<file path="src/rtl/handshaked_reg_pkg.sv">
// rtl/handshaked_reg_pkg.sv - shared constants, stage record type and width helpers for the handshaked register pipe
package handshaked_reg_pkg;

    localparam int DEFAULT_DATA_WIDTH = 8;
    localparam int DEFAULT_DEPTH      = 2;

    typedef struct packed {
        logic                          vld;
        logic [DEFAULT_DATA_WIDTH-1:0] data;
    } stage_rec_t;

    function automatic int clog2(input int value);
        int w = 0;
        while ((1 << w) < value) w++;
        return w;
    endfunction

    // A zero-depth pipe still exposes a 1-bit (constant zero) occupancy port.
    function automatic int occ_width(input int depth);
        return (depth > 0) ? clog2(depth + 1) : 1;
    endfunction

endpackage

</file>
<file path="src/rtl/handshaked_reg_pipe_if.sv">
// rtl/handshaked_reg_pipe_if.sv - valid/ready word channel used on both sides of the register pipe
interface handshaked_reg_pipe_if #(
    parameter int DATA_WIDTH = 8
);
    logic [DATA_WIDTH-1:0] data;
    logic                  vld;
    logic                  rd;

    modport master (output data, output vld, input rd);
    modport slave  (input data, input vld, output rd);
endinterface

</file>
<file path="src/rtl/handshaked_reg_stage.sv">
// rtl/handshaked_reg_stage.sv - one registered valid/ready stage of the pipe
module handshaked_reg_stage
    import handshaked_reg_pkg::*;
#(
    parameter int                    DATA_WIDTH = DEFAULT_DATA_WIDTH,
    parameter logic [DATA_WIDTH-1:0] INIT_VALUE = '0
) (
    input  logic                  clk,
    input  logic                  rst,
    input  logic                  i_src_vld,
    input  logic [DATA_WIDTH-1:0] i_src_data,
    input  logic                  i_next_rd,
    output logic                  o_rd,
    output logic                  o_vld,
    output logic [DATA_WIDTH-1:0] o_data
);

    logic                  r_vld;
    logic [DATA_WIDTH-1:0] r_data;

    // Ready depends only on our own valid and downstream ready, never on i_src_vld.
    assign o_rd   = !r_vld || i_next_rd;
    assign o_vld  = r_vld;
    assign o_data = r_data;

    always_ff @(posedge clk) begin
        if (rst) begin
            r_vld  <= 1'b0;
            r_data <= INIT_VALUE;
        end else if (o_rd) begin
            r_vld <= i_src_vld;
            if (i_src_vld) begin
                r_data <= i_src_data;
            end
        end
    end

endmodule

</file>
<file path="src/rtl/handshaked_reg_pipe.sv">
// rtl/handshaked_reg_pipe.sv - DEPTH-stage valid/ready register pipe; occupancy port with HANDSHAKED_REG_PIPE_OCCUPANCY_EN
module handshaked_reg_pipe
    import handshaked_reg_pkg::*;
#(
    parameter int                    DATA_WIDTH = DEFAULT_DATA_WIDTH,
    parameter int                    DEPTH      = DEFAULT_DEPTH,
    parameter logic [DATA_WIDTH-1:0] INIT_VALUE = '0
) (
    input  logic                         clk,
    input  logic                         rst,
    handshaked_reg_pipe_if.slave         dataIn,
    handshaked_reg_pipe_if.master        dataOut
`ifdef HANDSHAKED_REG_PIPE_OCCUPANCY_EN
    ,
    output logic [occ_width(DEPTH)-1:0]  occupancy
`endif
);

    localparam int OW = occ_width(DEPTH);

    generate
        if (DEPTH == 0) begin : g_pass
            logic w_unused_clk_rst;
            assign w_unused_clk_rst = clk ^ rst;
            assign dataOut.data     = dataIn.data;
            assign dataOut.vld      = dataIn.vld;
            assign dataIn.rd        = dataOut.rd;
`ifdef HANDSHAKED_REG_PIPE_OCCUPANCY_EN
            assign occupancy        = '0;
`endif
        end else begin : g_pipe
            // Per-stage nets keep the ready chain split so it never looks like a self-loop.
            for (genvar i = 0; i < DEPTH; i++) begin : g_stage
                logic                  w_src_vld;
                logic [DATA_WIDTH-1:0] w_src_data;
                logic                  w_next_rd;
                logic                  w_rd;
                logic                  w_vld;
                logic [DATA_WIDTH-1:0] w_data;

                if (i == 0) begin : g_first
                    assign w_src_vld  = dataIn.vld;
                    assign w_src_data = dataIn.data;
                end else begin : g_mid
                    assign w_src_vld  = g_stage[i-1].w_vld;
                    assign w_src_data = g_stage[i-1].w_data;
                end

                if (i == DEPTH - 1) begin : g_last
                    assign w_next_rd = dataOut.rd;
                end else begin : g_inner
                    assign w_next_rd = g_stage[i+1].w_rd;
                end

                handshaked_reg_stage #(
                    .DATA_WIDTH (DATA_WIDTH),
                    .INIT_VALUE (INIT_VALUE)
                ) u_stage (
                    .clk        (clk),
                    .rst        (rst),
                    .i_src_vld  (w_src_vld),
                    .i_src_data (w_src_data),
                    .i_next_rd  (w_next_rd),
                    .o_rd       (w_rd),
                    .o_vld      (w_vld),
                    .o_data     (w_data)
                );
            end

            assign dataIn.rd    = g_stage[0].w_rd;
            assign dataOut.vld  = g_stage[DEPTH-1].w_vld;
            assign dataOut.data = g_stage[DEPTH-1].w_data;

`ifdef HANDSHAKED_REG_PIPE_OCCUPANCY_EN
            logic          w_in_xfer;
            logic          w_out_xfer;
            logic [OW-1:0] r_occupancy;

            assign w_in_xfer  = dataIn.vld && dataIn.rd;
            assign w_out_xfer = dataOut.vld && dataOut.rd;
            assign occupancy  = r_occupancy;

            always_ff @(posedge clk) begin
                if (rst) begin
                    r_occupancy <= '0;
                end else if (w_in_xfer && !w_out_xfer) begin
                    r_occupancy <= r_occupancy + OW'(1);
                end else if (!w_in_xfer && w_out_xfer) begin
                    r_occupancy <= r_occupancy - OW'(1);
                end
            end
`endif
        end
    endgenerate

endmodule

</file>
<file path="src/flat_wrapper.sv">
// flat-port wrapper written by rule: the top's interface ports become plain ports
module handshaked_reg_pipe_flat import handshaked_reg_pkg::*;
#(
    parameter int                    DATA_WIDTH = DEFAULT_DATA_WIDTH,
    parameter int                    DEPTH      = DEFAULT_DEPTH,
    parameter logic [DATA_WIDTH-1:0] INIT_VALUE = '0
)
  (clk, rst, dataIn_data, dataIn_vld, dataIn_rd, dataOut_data, dataOut_vld, dataOut_rd);
  handshaked_reg_pipe_if #(.DATA_WIDTH(DATA_WIDTH)) dataIn_i ();
  handshaked_reg_pipe_if #(.DATA_WIDTH(DATA_WIDTH)) dataOut_i ();
  input  logic clk;
  input  logic rst;
  input wire logic [$bits(dataIn_i.data)-1:0] dataIn_data;
  input wire logic [$bits(dataIn_i.vld)-1:0] dataIn_vld;
  output wire logic [$bits(dataIn_i.rd)-1:0] dataIn_rd;
  output wire logic [$bits(dataOut_i.data)-1:0] dataOut_data;
  output wire logic [$bits(dataOut_i.vld)-1:0] dataOut_vld;
  input wire logic [$bits(dataOut_i.rd)-1:0] dataOut_rd;
  assign dataIn_i.data = dataIn_data;
  assign dataIn_i.vld = dataIn_vld;
  assign dataIn_rd = dataIn_i.rd;
  assign dataOut_data = dataOut_i.data;
  assign dataOut_vld = dataOut_i.vld;
  assign dataOut_i.rd = dataOut_rd;
  handshaked_reg_pipe #(.DATA_WIDTH(DATA_WIDTH), .DEPTH(DEPTH), .INIT_VALUE(INIT_VALUE)) u_core (.clk(clk), .rst(rst), .dataIn(dataIn_i), .dataOut(dataOut_i));
endmodule
</file>
<file path="config.mk">
export PLATFORM = sky130hd
export DESIGN_NAME = handshaked_reg_pipe_flat
export DESIGN_NICKNAME = d
export VERILOG_FILES = /design/src/rtl/handshaked_reg_pkg.sv /design/src/rtl/handshaked_reg_pipe_if.sv /design/src/rtl/handshaked_reg_stage.sv /design/src/rtl/handshaked_reg_pipe.sv /design/src/flat_wrapper.sv
export SDC_FILE = /design/constraint.sdc
export NUM_CORES = 1
export LEC_CHECK = 0
export ABC_AREA = 1
export CAP_MARGIN = 20
export CELL_PAD_IN_SITES_DETAIL_PLACEMENT = 1
export CELL_PAD_IN_SITES_GLOBAL_PLACEMENT = 1
export CORE_AREA = 2 2 54 56
export CTS_BUF_LIST = sky130_fd_sc_hd__clkbuf_2
export CTS_CLUSTER_DIAMETER = 200
export DETAILED_ROUTE_END_ITERATION = 8
export DIE_AREA = 0 0 56 58
export PLACE_DENSITY_LB_ADDON = 0.1
export SLEW_MARGIN = 10
export SYNTH_ARGS = -nofsm -noshare
export SYNTH_HDL_FRONTEND = slang
export SYNTH_HIERARCHICAL = 1
export SYNTH_SLANG_ARGS = --single-unit
</file>
<file path="constraint.sdc">
create_clock -name clk -period 1.45 [get_ports clk]
set_clock_uncertainty 0.1 [all_clocks]
set_input_delay 0.29 -clock clk [delete_from_list [all_inputs] [get_ports clk]]
set_output_delay 0.29 -clock clk [all_outputs]
set_load 0.02 [all_outputs]
</file>
# After elaboration in Yosys (flattened, before gate mapping)
# Index checks and enable logic that the tools add are counted.
# totals
register_bits,18
input_bits,12
out_inout_bits,10
word_cells,10
# op_classes
n_reduce_logical,6
# ops
cell,n
AND reduction 2 bit,2
logical NOT 1 bit,2
logical OR 1 bit,2

# Longest topological paths before layout
# depth
depth_word,4
depth_mapped,8
depth_no_buf,7

# Modules after synthesis
# The synthesis kept the hierarchy.
# by_module_without_submodules
mod,instances,cells_per_inst,area_per_inst_um2,seq_area_each_um2
handshaked_reg_stage,2,57,473.0,180.2

# Least setup slack after synthesis
# No wires, ideal clock.
# synth_path
path_kind,register to output
from,register u_core.g_pipe.g_stage[1].u_stage.r_vld
to,output dataIn_rd
arrival_time_ns,1.038
required_time_ns,1.060
slack_ns,0.022
stages_incl_launch_ff,6
n_path_buf,2
cell_sequence,dfxtp_1 -> nand2_4 -> buf_12 -> inv_2 -> nand2_4 -> buf_12
# synth_via
elab_chain_cells,3
# synth_rtl
item,line,rtl
from (decl),handshaked_reg_stage.sv:18,logic r_vld;
from (signal assigned),handshaked_reg_stage.sv:31,r_vld <= i_src_vld;
logical NOT 1 bit,handshaked_reg_stage.sv:22,assign o_rd = !r_vld || i_next_rd;
logical OR 1 bit,handshaked_reg_stage.sv:22,
net u_core.g_pipe.g_stage[0].w_next_rd,handshaked_reg_pipe.sv:36,logic w_next_rd;
logical OR 1 bit,handshaked_reg_stage.sv:22,
to (decl),flat_wrapper.sv:15,output wire logic [$bits(dataIn_i.rd)-1:0] dataIn_rd;
# The timed path passes the listed nets, and every way through them passes these cells.

# Worst setup path in the final report
# Ends and elaborated chain as after synthesis.

==> insert_results.sql <==
INSERT INTO impl_metrics (metric_group, metric, value, unit) VALUES
('layout', 'post-route-util', '43.0', '%'),
('global_routing', 'grt_pass1_wl', '3060', 'um'),
('global_routing', 'global_route.usage.total', '12.1', '%'),
('timing', 'finalSetupViolCount', '0', ''),
('outcome', 'run_status', 'completed', ''),
('detailed_routing', 'detail_route.first_pass.iterations', '3', ''),
('logic_synthesis', 'yosysWarnings', '6', ''),
('critical_path', 'cp_common_cell', 'nand2_4', ''),
('placement', 'hpwl', '1250', 'um'),
('logic_synthesis', 'synth.net_count', '126', ''),
('clock_tree', 'cts_htree_levels', '1', ''),
('logic_synthesis', 'syn-cell-area', '946', 'sq um'),
('global_routing', 'grt_pass1_vias', '718', ''),
('floorplan', 'pin_count', '22', ''),
('power_and_ir_drop', 'irDropWorstVdd', '0.348', 'mV'),
('timing', 'slew_violations', '0', ''),
('layout', 'synthToLayoutAreaGrowth', '20.9', '%'),
('critical_path', 'slowest_delay', '0.39', 'ns'),
('critical_path', 'crit_path_cell_trace', 'nand2_4 -> inv_2 -> nand2_4 -> buf_6', ''),
('clock_tree', 'numCtsBuffers', '3', ''),
('job', 'max_cap_viol_count', '0', ''),
('timing', 'slew_headroom', '82.2', '%'),
('timing', 'timing.fmax', '726', 'MHz'),
('logic_synthesis', 'largest_family_of_logic_cells_by_synthesized_area', 'simple AND/OR/NAND/NOR gates', ''),
('detailed_routing', 'via_total_after_detailed_routing', '726', ''),
('floorplan', 'start_util', '35.5', '%'),
('global_routing', 'largest_net_degree_at_the_start_of_global_routing', '18', ''),
('logic_synthesis', 'synth_largest_area_cell', 'dfxtp_1', ''),
('logic_synthesis', 'synth_edf_count', '0', ''),
('placement', 'place_area', '0.00114', 'sq mm'),
('logic_synthesis', 'synth_async_sr_flop_share', '0', '%'),
('clock_tree', 'cts_tree', 'built', ''),
('critical_path', 'setup.worst_path.end_class', 'output port', ''),
('placement', 'place.port_buffers', '21', ''),
('timing', 'grt_setup_unrepaired', 'yes', ''),
('critical_path', 'worst_path_max_delay_cell', 'dfxtp_2', ''),
('floorplan', 'die_w', '56', 'um'),
('critical_path', 'largest_fanout_on_the_critical_path', '2', ''),
('critical_path', 'worstSetupPathType', 'flop to output port', ''),
('timing', 'final-hold-violation-count', '0', ''),
('floorplan', 'dieArea', '0.00325', 'sq mm'),
('critical_path', 'reg2reg_slack', '0.27', 'ns'),
('global_routing', 'grt_overflow', '0', ''),
('power_and_ir_drop', 'power.density_cell_area', '861', 'mW/mm^2'),
('detailed_routing', 'finalWirelength', '1690', 'um'),
('clock_tree', 'clock_edge_transition_at_the_registers_on_the_reported_setup_and_hold_paths', '0.17', 'ns'),
('logic_synthesis', 'netlist-cell-type-count', '12', ''),
('detailed_routing', 'vias_per_cell', '4.30', ''),
('power_and_ir_drop', 'power_leakage', '0.540', 'nW'),
('logic_synthesis', 'synthesized_area_fraction_occupied_by_xor_and_xnor_cells', '0', '%'),
('logic_synthesis', 'yosysSeqAreaShare', '38.1', '%'),
('timing', 'final_period_util', '95.0', '%'),
('detailed_routing', 'routed_wire_length_per_instance', '10.0', 'um'),
('floorplan', 'coreArea', '0.00266', 'sq mm'),
('floorplan', 'std_cell_rows', '19', ''),
('clock_tree', 'worst_skew_pair.late_latency', '0.31', 'ns'),
('logic_synthesis', 'synth_simple_gate_area_share', '24.6', '%'),
('clock_tree', 'clock_path_buffers', '2', ''),
('logic_synthesis', 'yosys-mux-area-fraction', '0', '%'),
('layout', 'post_route_cells_drive_above_1_share', '31.2', '%'),
('logic_synthesis', 'netlist.area_leader.share', '38.1', '%'),
('critical_path', 'critPathRequiredTime', '1.06', 'ns'),
('layout', 'antenna_cells_inserted', '0', ''),
('timing', 'hold_ws', '0.402', 'ns'),
('critical_path', 'setup.worst_path.start_class', 'flop', ''),
('logic_synthesis', 'synth_cells', '114', ''),
('critical_path', 'cp.arrival', '0.99', 'ns'),
('logic_synthesis', 'ys.flop_type', 'dfxtp_1', ''),
('layout', 'fin_area', '0.00114', 'sq mm'),
('logic_synthesis', 'ys_top_cells_by_area', 'dfxtp_1 38%, a21oi_2 17%, buf_12 8.5%', ''),
('logic_synthesis', 'synth_commonest_cells', '18 x a21oi_2, 18 x dfxtp_1, 16 x inv_1, 16 x nand2_1, 16 x nor2_1', '');
==> cell families (layout without fill, tap and decap cells) <==
| kind of cell | count (synthesis) | in the layout |
|---|---|---|
| and+or+nand+nor | 50 | 50 |
| buffers and inverters | 28 | 52 |
| AOI/OAI and AO/OA | 18 | 18 |
| DFF | 18 | 18 |
==> tightest hold or removal path, stage by stage, from the launching register on <==
cell and delay, ns:
dfxtp_1 0.35, a21oi_2 0.09, nor2_1 0.05
==> repair_timing <==
item / 4_1_cts / 5_1_grt
resized for setup: 19 / 12
pin swaps: 0 / 1
endpoints found under the setup margin: 10 / 9
setup buffers: 0 / 0
==> sequential cells by signal, indices dropped and copies added, names as in the netlist <==
register                              count
u_core/g_pipe.g_stage.u_stage/o_vld       2
u_core/g_pipe.g_stage.u_stage/o_data     16
==> final cells by class <==
type	count	area (sq um)
well taps	31	38.8
flip-flops and latches	18	362
repair buffers	26	241
clock buffers	3	15.0
clock inverters	1	3.75
multi-input cells	68	390
fillers	341	1520
inverters	22	92.6
==> per-stage QoR <==
stage	power, mW	setup WS [ns]	std cells
2_1_floorplan	0.723	0.0222	114
3_3_place_gp	0.790	-0.497	165
3_5_place_dp	0.798	-0.500	165
4_1_cts	1.01	0.00576	169
5_1_grt	1.06	-0.0221	169
6_report	0.985	0.0730	169
==> routing by layer <==
| layer | GRT usage (%) | routed length [um] |
|---|---|---|
| met2 | 20.0 | 816 |
| met4 | 9.18 | 44 |
| met1 | 14.5 | 758 |
| met3 | 1.34 | 75 |
| met5 | 0 | 0 |
==> power by group <==
part / switching, mW / leakage [nW] / total (mW) / internal, mW
combinational: 0.113 / 0.377 / 0.217 / 0.104
sequential: 0.0231 / 0.149 / 0.554 / 0.531
clock: 0.154 / 0.0140 / 0.214 / 0.0599
==> worst paths after layout <==
check / cells after the start / startpoint / end
setup / recovery: 4 / u_core/g_pipe.g_stage[1].u_stage/o_vld / dataIn_rd
setup reg to reg: 7 / u_core/g_pipe.g_stage[1].u_stage/o_vld / u_core/g_pipe.g_stage[0].u_stage/o_data[5]
hold reg to reg: 2 / u_core/g_pipe.g_stage[1].u_stage/o_data[6] / u_core/g_pipe.g_stage[1].u_stage/o_data[6]
hold / removal: 2 / u_core/g_pipe.g_stage[1].u_stage/o_data[6] / u_core/g_pipe.g_stage[1].u_stage/o_data[6]
==> layout by cell type, fill, tap and decap left out, types with 4 or more instances in the layout <==
| cell | Yosys | layout |
|---|---|---|
| clkbuf_2 | 0 | 7 |
| buf_4 | 0 | 4 |
| clkdlybuf4s15_1 | 0 | 4 |
| nor2_1 | 16 | 16 |
| clkdlybuf4s50_1 | 0 | 10 |
| inv_2 | 4 | 4 |
| a21oi_2 | 18 | 18 |
| inv_1 | 16 | 16 |
| nand2_1 | 16 | 16 |
| dfxtp_1 | 18 | 17 |
| nand3_1 | 14 | 14 |
No activity file was read; power rests on OpenSTA's default activity.
